File: src/rtl/rom_arbiter.sv
// rtl/rom_arbiter.sv - fetch/secondary arbiter for a shared combinational instruction ROM
module rom_arbiter #(
  parameter int ADDR_W   = 10,
  parameter int DATA_W   = 32,
  parameter int MAX_WAIT = 4,
  parameter int CNT_W    = 16
) (
  input  logic              clk,
  input  logic              rst,
  input  logic              f_req,
  input  logic [ADDR_W-1:0] f_addr,
  output logic              f_gnt,
  output logic              f_rvalid,
  output logic [DATA_W-1:0] f_rdata,
  input  logic              d_req,
  input  logic [ADDR_W-1:0] d_addr,
  output logic              d_gnt,
  output logic              d_rvalid,
  output logic [DATA_W-1:0] d_rdata,
  output logic [ADDR_W-1:0] rom_addr,
  input  logic [DATA_W-1:0] rom_data,
  output logic [CNT_W-1:0]  f_cnt,
  output logic [CNT_W-1:0]  d_cnt
);

  // Wait counter only has to reach MAX_WAIT; keep at least one bit so MAX_WAIT=0 still elaborates.
  localparam int WAIT_W = (MAX_WAIT < 1) ? 1 : $clog2(MAX_WAIT + 1);
  localparam logic [WAIT_W-1:0] WAIT_LIMIT = WAIT_W'(MAX_WAIT);
  localparam logic [CNT_W-1:0]  CNT_MAX    = '1;

  logic [WAIT_W-1:0] wait_q, wait_d;
  logic [ADDR_W-1:0] addr_hold_q, addr_hold_d;
  logic              f_rvalid_q, f_rvalid_d;
  logic              d_rvalid_q, d_rvalid_d;
  logic [DATA_W-1:0] f_rdata_q, f_rdata_d;
  logic [DATA_W-1:0] d_rdata_q, d_rdata_d;
  logic [CNT_W-1:0]  f_cnt_q, f_cnt_d;
  logic [CNT_W-1:0]  d_cnt_q, d_cnt_d;

  // Fetch wins contention unless the secondary port has been starved for MAX_WAIT cycles.
  always_comb begin
    f_gnt = 1'b0;
    d_gnt = 1'b0;
    if (f_req && d_req) begin
      if (wait_q >= WAIT_LIMIT) begin
        d_gnt = 1'b1;
      end else begin
        f_gnt = 1'b1;
      end
    end else if (f_req) begin
      f_gnt = 1'b1;
    end else if (d_req) begin
      d_gnt = 1'b1;
    end
  end

  // ROM address follows the winner; when idle it parks on the last granted address.
  always_comb begin
    rom_addr = addr_hold_q;
    if (f_gnt) begin
      rom_addr = f_addr;
    end else if (d_gnt) begin
      rom_addr = d_addr;
    end
  end

  // Next-state: read capture, starvation tracking and saturating grant counters.
  always_comb begin
    addr_hold_d = rom_addr;
    f_rvalid_d  = f_gnt;
    d_rvalid_d  = d_gnt;
    f_rdata_d   = f_gnt ? rom_data : f_rdata_q;
    d_rdata_d   = d_gnt ? rom_data : d_rdata_q;

    wait_d = wait_q;
    if (d_gnt || !d_req) begin
      wait_d = '0;
    end else if (wait_q < WAIT_LIMIT) begin
      wait_d = wait_q + 1'b1;
    end

    f_cnt_d = f_cnt_q;
    if (f_gnt && (f_cnt_q != CNT_MAX)) begin
      f_cnt_d = f_cnt_q + 1'b1;
    end
    d_cnt_d = d_cnt_q;
    if (d_gnt && (d_cnt_q != CNT_MAX)) begin
      d_cnt_d = d_cnt_q + 1'b1;
    end
  end

  // State registers; reset discards any grant made in the same cycle.
  always_ff @(posedge clk) begin
    if (rst) begin
      wait_q      <= '0;
      addr_hold_q <= '0;
      f_rvalid_q  <= 1'b0;
      d_rvalid_q  <= 1'b0;
      f_rdata_q   <= '0;
      d_rdata_q   <= '0;
      f_cnt_q     <= '0;
      d_cnt_q     <= '0;
    end else begin
      wait_q      <= wait_d;
      addr_hold_q <= addr_hold_d;
      f_rvalid_q  <= f_rvalid_d;
      d_rvalid_q  <= d_rvalid_d;
      f_rdata_q   <= f_rdata_d;
      d_rdata_q   <= d_rdata_d;
      f_cnt_q     <= f_cnt_d;
      d_cnt_q     <= d_cnt_d;
    end
  end

  assign f_rvalid = f_rvalid_q;
  assign d_rvalid = d_rvalid_q;
  assign f_rdata  = f_rdata_q;
  assign d_rdata  = d_rdata_q;
  assign f_cnt    = f_cnt_q;
  assign d_cnt    = d_cnt_q;

endmodule

File: config.mk
export PLATFORM = sky130hd
export DESIGN_NAME = rom_arbiter
export DESIGN_NICKNAME = d
export VERILOG_FILES = /design/src/rtl/rom_arbiter.sv
export SDC_FILE = /design/constraint.sdc
export NUM_CORES = 1
export LEC_CHECK = 0
export ABC_AREA = 1
export CORE_UTILIZATION = 41
export CTS_CLUSTER_DIAMETER = 80
export DETAILED_ROUTE_END_ITERATION = 8
export PLACE_DENSITY = 0.75
export SLEW_MARGIN = 40
export SYNTH_ARGS = -nofsm -noshare
export SYNTH_HDL_FRONTEND = slang
export SYNTH_SLANG_ARGS = --single-unit
File: constraint.sdc
create_clock -name clk -period 1.45 [get_ports clk]
set_clock_uncertainty 0.05 [all_clocks]
set_input_delay 0.29 -clock clk [delete_from_list [all_inputs] [get_ports clk]]
set_output_delay 0.29 -clock clk [all_outputs]
set_load 0.01 [all_outputs]
==> run metrics, run 1 <==
area delta synth->final=66.5%; initial core utilization=42.9%; RSZ-0062 raised after global routing=yes; fin crit share=122%; Peak VDD IR=0.888 mV; Setup Crit Path Kind=flip-flop to primary output; die area=between 0.01 and 0.015 mm2; top-count cell post-synth=nor2_1; vias in the first global route=4908; Via density=5.15; Clock Power Share=36.9%; Worst slew margin=~73%; Largest stage delay, worst path=0.38 ns; synthesized instance count=661; main flop type after synthesis=dfxtp_1; Psw=~1.9 mW; WL final=about 16000 um; hpwl dp=9830 um; post-placement setup slack=-0.907 ns; status=finished, violations left; flop2flop setup slack=-0.17 ns; initial antenna violation count=0; R2R depth=10; Worst Path Max Fanout=7; Hold EP=wait_q[0]; gr ovfl total=0; placed cell count=972; Root Driver=clkbuf_16; TNS Setup=-5.62 ns; post-synthesis average cell area=7.16 um2; Final nets=936; YS warnings=0; Die Y=around 110 um; final non-filler cell total=roughly 1000; hold depth=3; RD Place Congestion=roughly 0.86; failing checks=negative setup slack; library cells used by synthesis=27; sequential group share of total power=46.5%; Area contributors post-synth=dfxtp_1 47%, nor2_1 14%, nand2_1 8.6%, o21ai_0 8.0%, a21oi_1 5.4%; R2R Path Start=wait_q[2]; remaining antenna violation count=0; Setup Viol. Count Final=49; clk slew on worst S/H paths=0.07 ns; cell chain of the critical path=nand2_8 > nand2_8 > o21ai_1 > o21bai_4 > nand2_1 > buf_2; Tot Pwr=between 7 and 8 mW; port bufs=between 150 and 200; Sinks on Clock Net=around 110; hold_ws=0.241 ns; Final Critical Period=1.77 ns; CP Data Required Time=1.11 ns; Synth async-reset ratio=0%; WL/cell=15.9 um; first-pass GRT wire length=roughly 23000 um; Diodes inserted=0; Worst Path Arrival=about 1.4 ns; DRC=0; layout cells sized above 1=27.3%; # IOs=~170; CP dominant cell by count=nand2_8; post-synth top area share=between 40% and 50%; design area=0.00788 mm2; CTS Buffer Depth=2; DIE WIDTH=~110 um; hold path start=d_req; Int Power=approximately 5.2 mW; DRT iter0 DRCs=241; final core occ=71.4%; synth cell count leaders=175 x nor2_1, 111 x dfxtp_1, 108 x nand2_1; Syn Nets=720; sw frac=26.8%; critical path's slowest cell=dfxtp_4; WP buf/inv=1; TritonCTS Buffers=9; Worst R2R End=d_cnt[6]; largest area contributor in the netlist=dfxtp_1; Slew Viols, Final=0; number of flops mapped to enable cells by yosys=0; cell family contributing the most delay on the critical path=flip-flops; Fmax achieved=566 MHz; vias=5261; Post-Syn Area=0.00473 mm2; TritonCTS clock tree=built; final-report hold violation count=0; clk_lat worst skew=approximately 0.35 ns; Max Cap Viol=0; first drt pass iteration count=4; total track usage=24.5%; row count=38; CP endpoint kind=primary output; setup ws final=-0.316 ns; #FFs+latches synth=111; worst slew pin tran=about 0.41 ns; largest net degree at the start of global routing=53; worst hold path type=input port to flip-flop; Leakage=3.58 nW; H-tree depth=3; combinational power share=16.6%; core area=0.0110 mm2; PD cells=897 mW/mm2; placed cell areas=0.00672 mm2; Seq/Total Area, Yosys=47.0%; Critical Path Start Type=flip-flop
[state kept, by name, indices dropped and copies added (netlist names)]
name and flops:
d_rvalid 1, addr_hold_q 10, f_rvalid 1, f_rdata 32, d_rdata 32, wait_q 3, f_cnt 16, d_cnt 16
[worst max-delay path by stage]
stage          startpoint          end  cells past startpoint
2_1_floorplan    d_cnt[1]    d_cnt[15]                      7
5_1_grt         wait_q[2]  rom_addr[6]                      6
3_3_place_gp        d_req  rom_addr[1]                      7
6_report        wait_q[2]  rom_addr[6]                      6
4_1_cts         wait_q[2]  rom_addr[1]                      6
3_5_place_dp        d_req  rom_addr[1]                      7
[routing by layer]
metal  wire [um]  global-route usage [%]  share of wire (%)  vias to the layer above
met3        1280                    9.25                7.9                       46
met4         503                    10.8                3.1                        0
met2        8310                    44.0                 51                      178
li1            -                       -                  -                     2569
met1        6150                    25.4                 38                     2468
met5           0                       0                  0                        -
[layout make-up]
cell class	instances	area [um2]
Sequential cell	111	2260
Tap cell	140	175
Inverter	40	170
Fill cell	879	3160
Multi-Input combinational cell	482	2790
Clock inverter	7	88.8
Timing Repair Buffer	233	2160
Clock buffer	9	225
[worst min-delay path, stage by stage]
cell and delay (ns):
clkbuf_2 0.16, nand2_1 0.10, nor4_1 0.05
[layout by cell type (no fill, tap or decap), drive strengths merged]
master	n
a21oi	51
and2	1
buf	78
bufinv	1
clkbuf	15
clkdlybuf4s15	1
clkdlybuf4s50	53
clkinv	3
dfxtp	111
dlygate4sd2	95
ha	3
inv	43
nand2	117
nand3	31
nand3b	2
nand4	4
nor2	185
nor3	1
nor4	1
o21ai	76
o21bai	10
[power groups by stage]
| stage | combinational, mW | clock [mW] | sequential, mW |
|---|---|---|---|
| floorplan | 0.340 | 0 | 3.41 |
| finish | 1.17 | 2.60 | 3.29 |
| global route | 1.27 | 2.76 | 3.30 |
| global placement | 1.03 | 0 | 3.34 |
| detailed placement | 1.05 | 0 | 3.35 |
| CTS | 0.990 | 2.64 | 3.27 |
[cell families (layout without fill, tap and decap cells)]
logic type	count (synthesis)	after routing	share of synthesized area, %
buffers and inverters	71	289	6.72
AND/OR/NAND/NOR	339	342	30.5
flip-flops	111	111	47.0
AO/OA/AOI/OAI	137	137	15.0
adder cells (fa/ha/maj)	3	3	0.794
[timing repair]
item,in CTS,in global routing
pin swaps,13,28
setup endpoints to repair,201,100
cloned,1,6
setup buffers,11,17
resized for setup,229,151
hold buffers,0,0
(Power assumes the default switching activity.)
==> run 2: changes to the inputs <==
--- a/config.mk
+++ b/config.mk
@@ -10,7 +10,7 @@
 export CTS_CLUSTER_DIAMETER = 80
 export DETAILED_ROUTE_END_ITERATION = 8
 export PLACE_DENSITY = 0.75
-export SLEW_MARGIN = 40
+export SLEW_MARGIN = 10
 export SYNTH_ARGS = -nofsm -noshare
 export SYNTH_HDL_FRONTEND = slang
 export SYNTH_SLANG_ARGS = --single-unit
==> results of run 2 <==
Same layout as run 1: the final DEF is identical, and so are final timing and power.
==> run 3: changes to the inputs <==
--- a/config.mk
+++ b/config.mk
@@ -6,6 +6,7 @@
 export NUM_CORES = 1
 export LEC_CHECK = 0
 export ABC_AREA = 1
+export CORE_ASPECT_RATIO = 1.5
 export CORE_UTILIZATION = 41
 export CTS_CLUSTER_DIAMETER = 80
 export DETAILED_ROUTE_END_ITERATION = 8
==> run 3 against run 2 <==
  * The run still ends with negative setup slack left
  * Sequential power is essentially flat
  * Clock power shrank 2%
  * Clock-buffer cell count is the same
  * First-iteration DRC count grew 21%
  * Via count grew 7.3%
  * Sequential share of layout area shrank 2.8 points
  * Total power grew 3.7%
  * Sequential cell count is the same
  * Maximum frequency shrank 5.2%
  * Final cell count grew 1.6%
  * Non-clock buffer count grew 10
  * Critical path type is now input port to primary output
  * Critical endpoint is now rom_addr[0]
  * Largest power group unchanged
==> run metrics, run 3 (synthesis results as in run 1) <==
status=finished, violations left; failing checks=negative setup slack; port bufs=165; Worst slew margin=a little over two thirds; Fmax achieved=537 MHz; die area=0.0120 mm2; Slew Viols, Final=0; # IOs=166; DRT iter0 DRCs=292; R2R depth=12; Final nets=about 950; first-pass GRT wire length=roughly 26000 um; post-placement setup slack=-0.936 ns; CP Data Required Time=1.11 ns; Peak VDD IR=between 0.6 and 0.7 mV; Worst Path Arrival=1.52 ns; placed cell areas=0.00674 mm2; Hold EP=wait_q[0]; hold path start=f_req; initial antenna violation count=0; Max Cap Viol=0; flop2flop setup slack=-0.33 ns; Leakage=~3.7 nW; worst hold path type=input port to flip-flop; area delta synth->final=83.5%; vias=5643; crit path from=f_req; setup ws final=-0.412 ns; hpwl dp=between 10000 and 15000 um; layout cells sized above 1=37.4%; core area=0.0111 mm2; fin crit share=128%; remaining antenna violation count=0; DIE WIDTH=89.7 um; H-tree depth=3; row count=47; Diodes inserted=0; clk slew on worst S/H paths=0.08 ns; total track usage=about 28%; Root Driver=clkbuf_16; TritonCTS clock tree=built; CTS Buffer Depth=2; commonest non-fill, non-tap cell in the layout=nor2_1; CP endpoint kind=primary output; clk_lat worst skew=0.36 ns; gr ovfl total=0; design area=slightly below 0.009 mm2; largest net degree at the start of global routing=38; R2R Path Start=wait_q[2]; Tot Pwr=7.33 mW; Setup Crit Path Kind=input port to primary output; Final Critical Period=1.86 ns; worst slew pin tran=0.442 ns; PD cells=844 mW/mm2; WL/cell=19.1 um; initial core utilization=a little over two fifths; hold depth=3; WL final=19800 um; # hold bufs at CTS=0; final-report hold violation count=0; Worst Path Max Fanout=7; Via density=5.44; Worst R2R End=d_cnt[2]; Die Y=134 um; RD Place Congestion=0.882; first drt pass iteration count=5; hold_ws=0.375 ns; commonest non-fill, non-tap cells in the layout=107 x nor2_1, 93 x dlygate4sd2_1, 87 x nand2_1, 86 x dfxtp_1, 53 x clkdlybuf4s50_1; DRC=0; Setup Viol. Count Final=100; vias in the first global route=roughly 5400; RSZ-0062 raised after global routing=yes; TritonCTS Buffers=9; Critical Path Start Type=input port; Sinks on Clock Net=111
## run 3: changes by cell type in the layout (fill, tap and decap cells not counted), sizes merged
cell | before | now
buf | 78 | 86
clkdlybuf4s15 | 1 | 6
clkinvlp | 0 | 3
inv | 43 | 40
clkinv | 3 | 5
dlygate4sd2 | 95 | 93
bufinv | 1 | 0
clkbuf | 15 | 14
nand2 | 117 | 116
nand4 | 4 | 3
## run 3: repair_timing
item,CTS,global route
hold endpoints to repair,0,0
pin swaps,48,35
gates cloned,9,5
gates resized for setup,372,179
setup buffers,22,13
endpoints found under the setup margin,195,91
## run 3: power by group
part	leakage, nW	internal, mW	switching [mW]
Combinational	2.63	0.728	0.728
Clock	0.148	1.23	1.32
Sequential	0.925	3.20	0.119
## run 3: layout make-up
class / count / area, um2
sequential: 111 / 2250
fill: 669 / 2430
clock inverter: 7 / 76.3
tap: 147 / 184
inverter: 40 / 189
timing repair inverter: 1 / 7.51
timing repair buffer: 243 / 2520
multi-input combinational: 480 / 3230
clock buffer: 9 / 225
## run 3: per-stage QoR
| stage | cells | TNS, ns | utilization (%) |
|---|---|---|---|
| after floorplan | 661 | 0 | - |
| after global placement | 980 | -72.88 | 60.6 |
| after detailed placement | 980 | -75.82 | 60.6 |
| after CTS | 1026 | -13.53 | 71.3 |
| after global routing | 1038 | -26.90 | 78.1 |
| final | 1038 | -20.15 | 78.1 |
## run 3: worst max-delay path by stage
| stage | to | slack [ns] | cells past startpoint |
|---|---|---|---|
| final | rom_addr[0] | -0.41 | 7 |
| after global routing | rom_addr[5] | -0.47 | 7 |
| after CTS | rom_addr[7] | -0.36 | 7 |
| after detailed placement | f_cnt[7] | -0.94 | 9 |
| after global placement | f_gnt | -0.91 | 5 |
| after floorplan | d_cnt[15] | 0.006 | 7 |
## run 3: metal layers
| layer | GRT usage, % | wire length [um] | vias to the layer above |
|---|---|---|---|
| met5 | 0 | 0 | - |
| met4 | 14.1 | 1080 | 0 |
| met3 | 6.96 | 1260 | 81 |
| met2 | 52.7 | 10600 | 279 |
| met1 | 27.9 | 6830 | 2692 |
| li1 | - | - | 2591 |
## run 3: worst max-delay path, stage by stage
cell	delay, ns
clkdlybuf4s15_1	0.33
inv_1	0.10
nand2_2	0.20
nand2_8	0.15
o21bai_1	0.21
nand2_1	0.09
buf_2	0.14
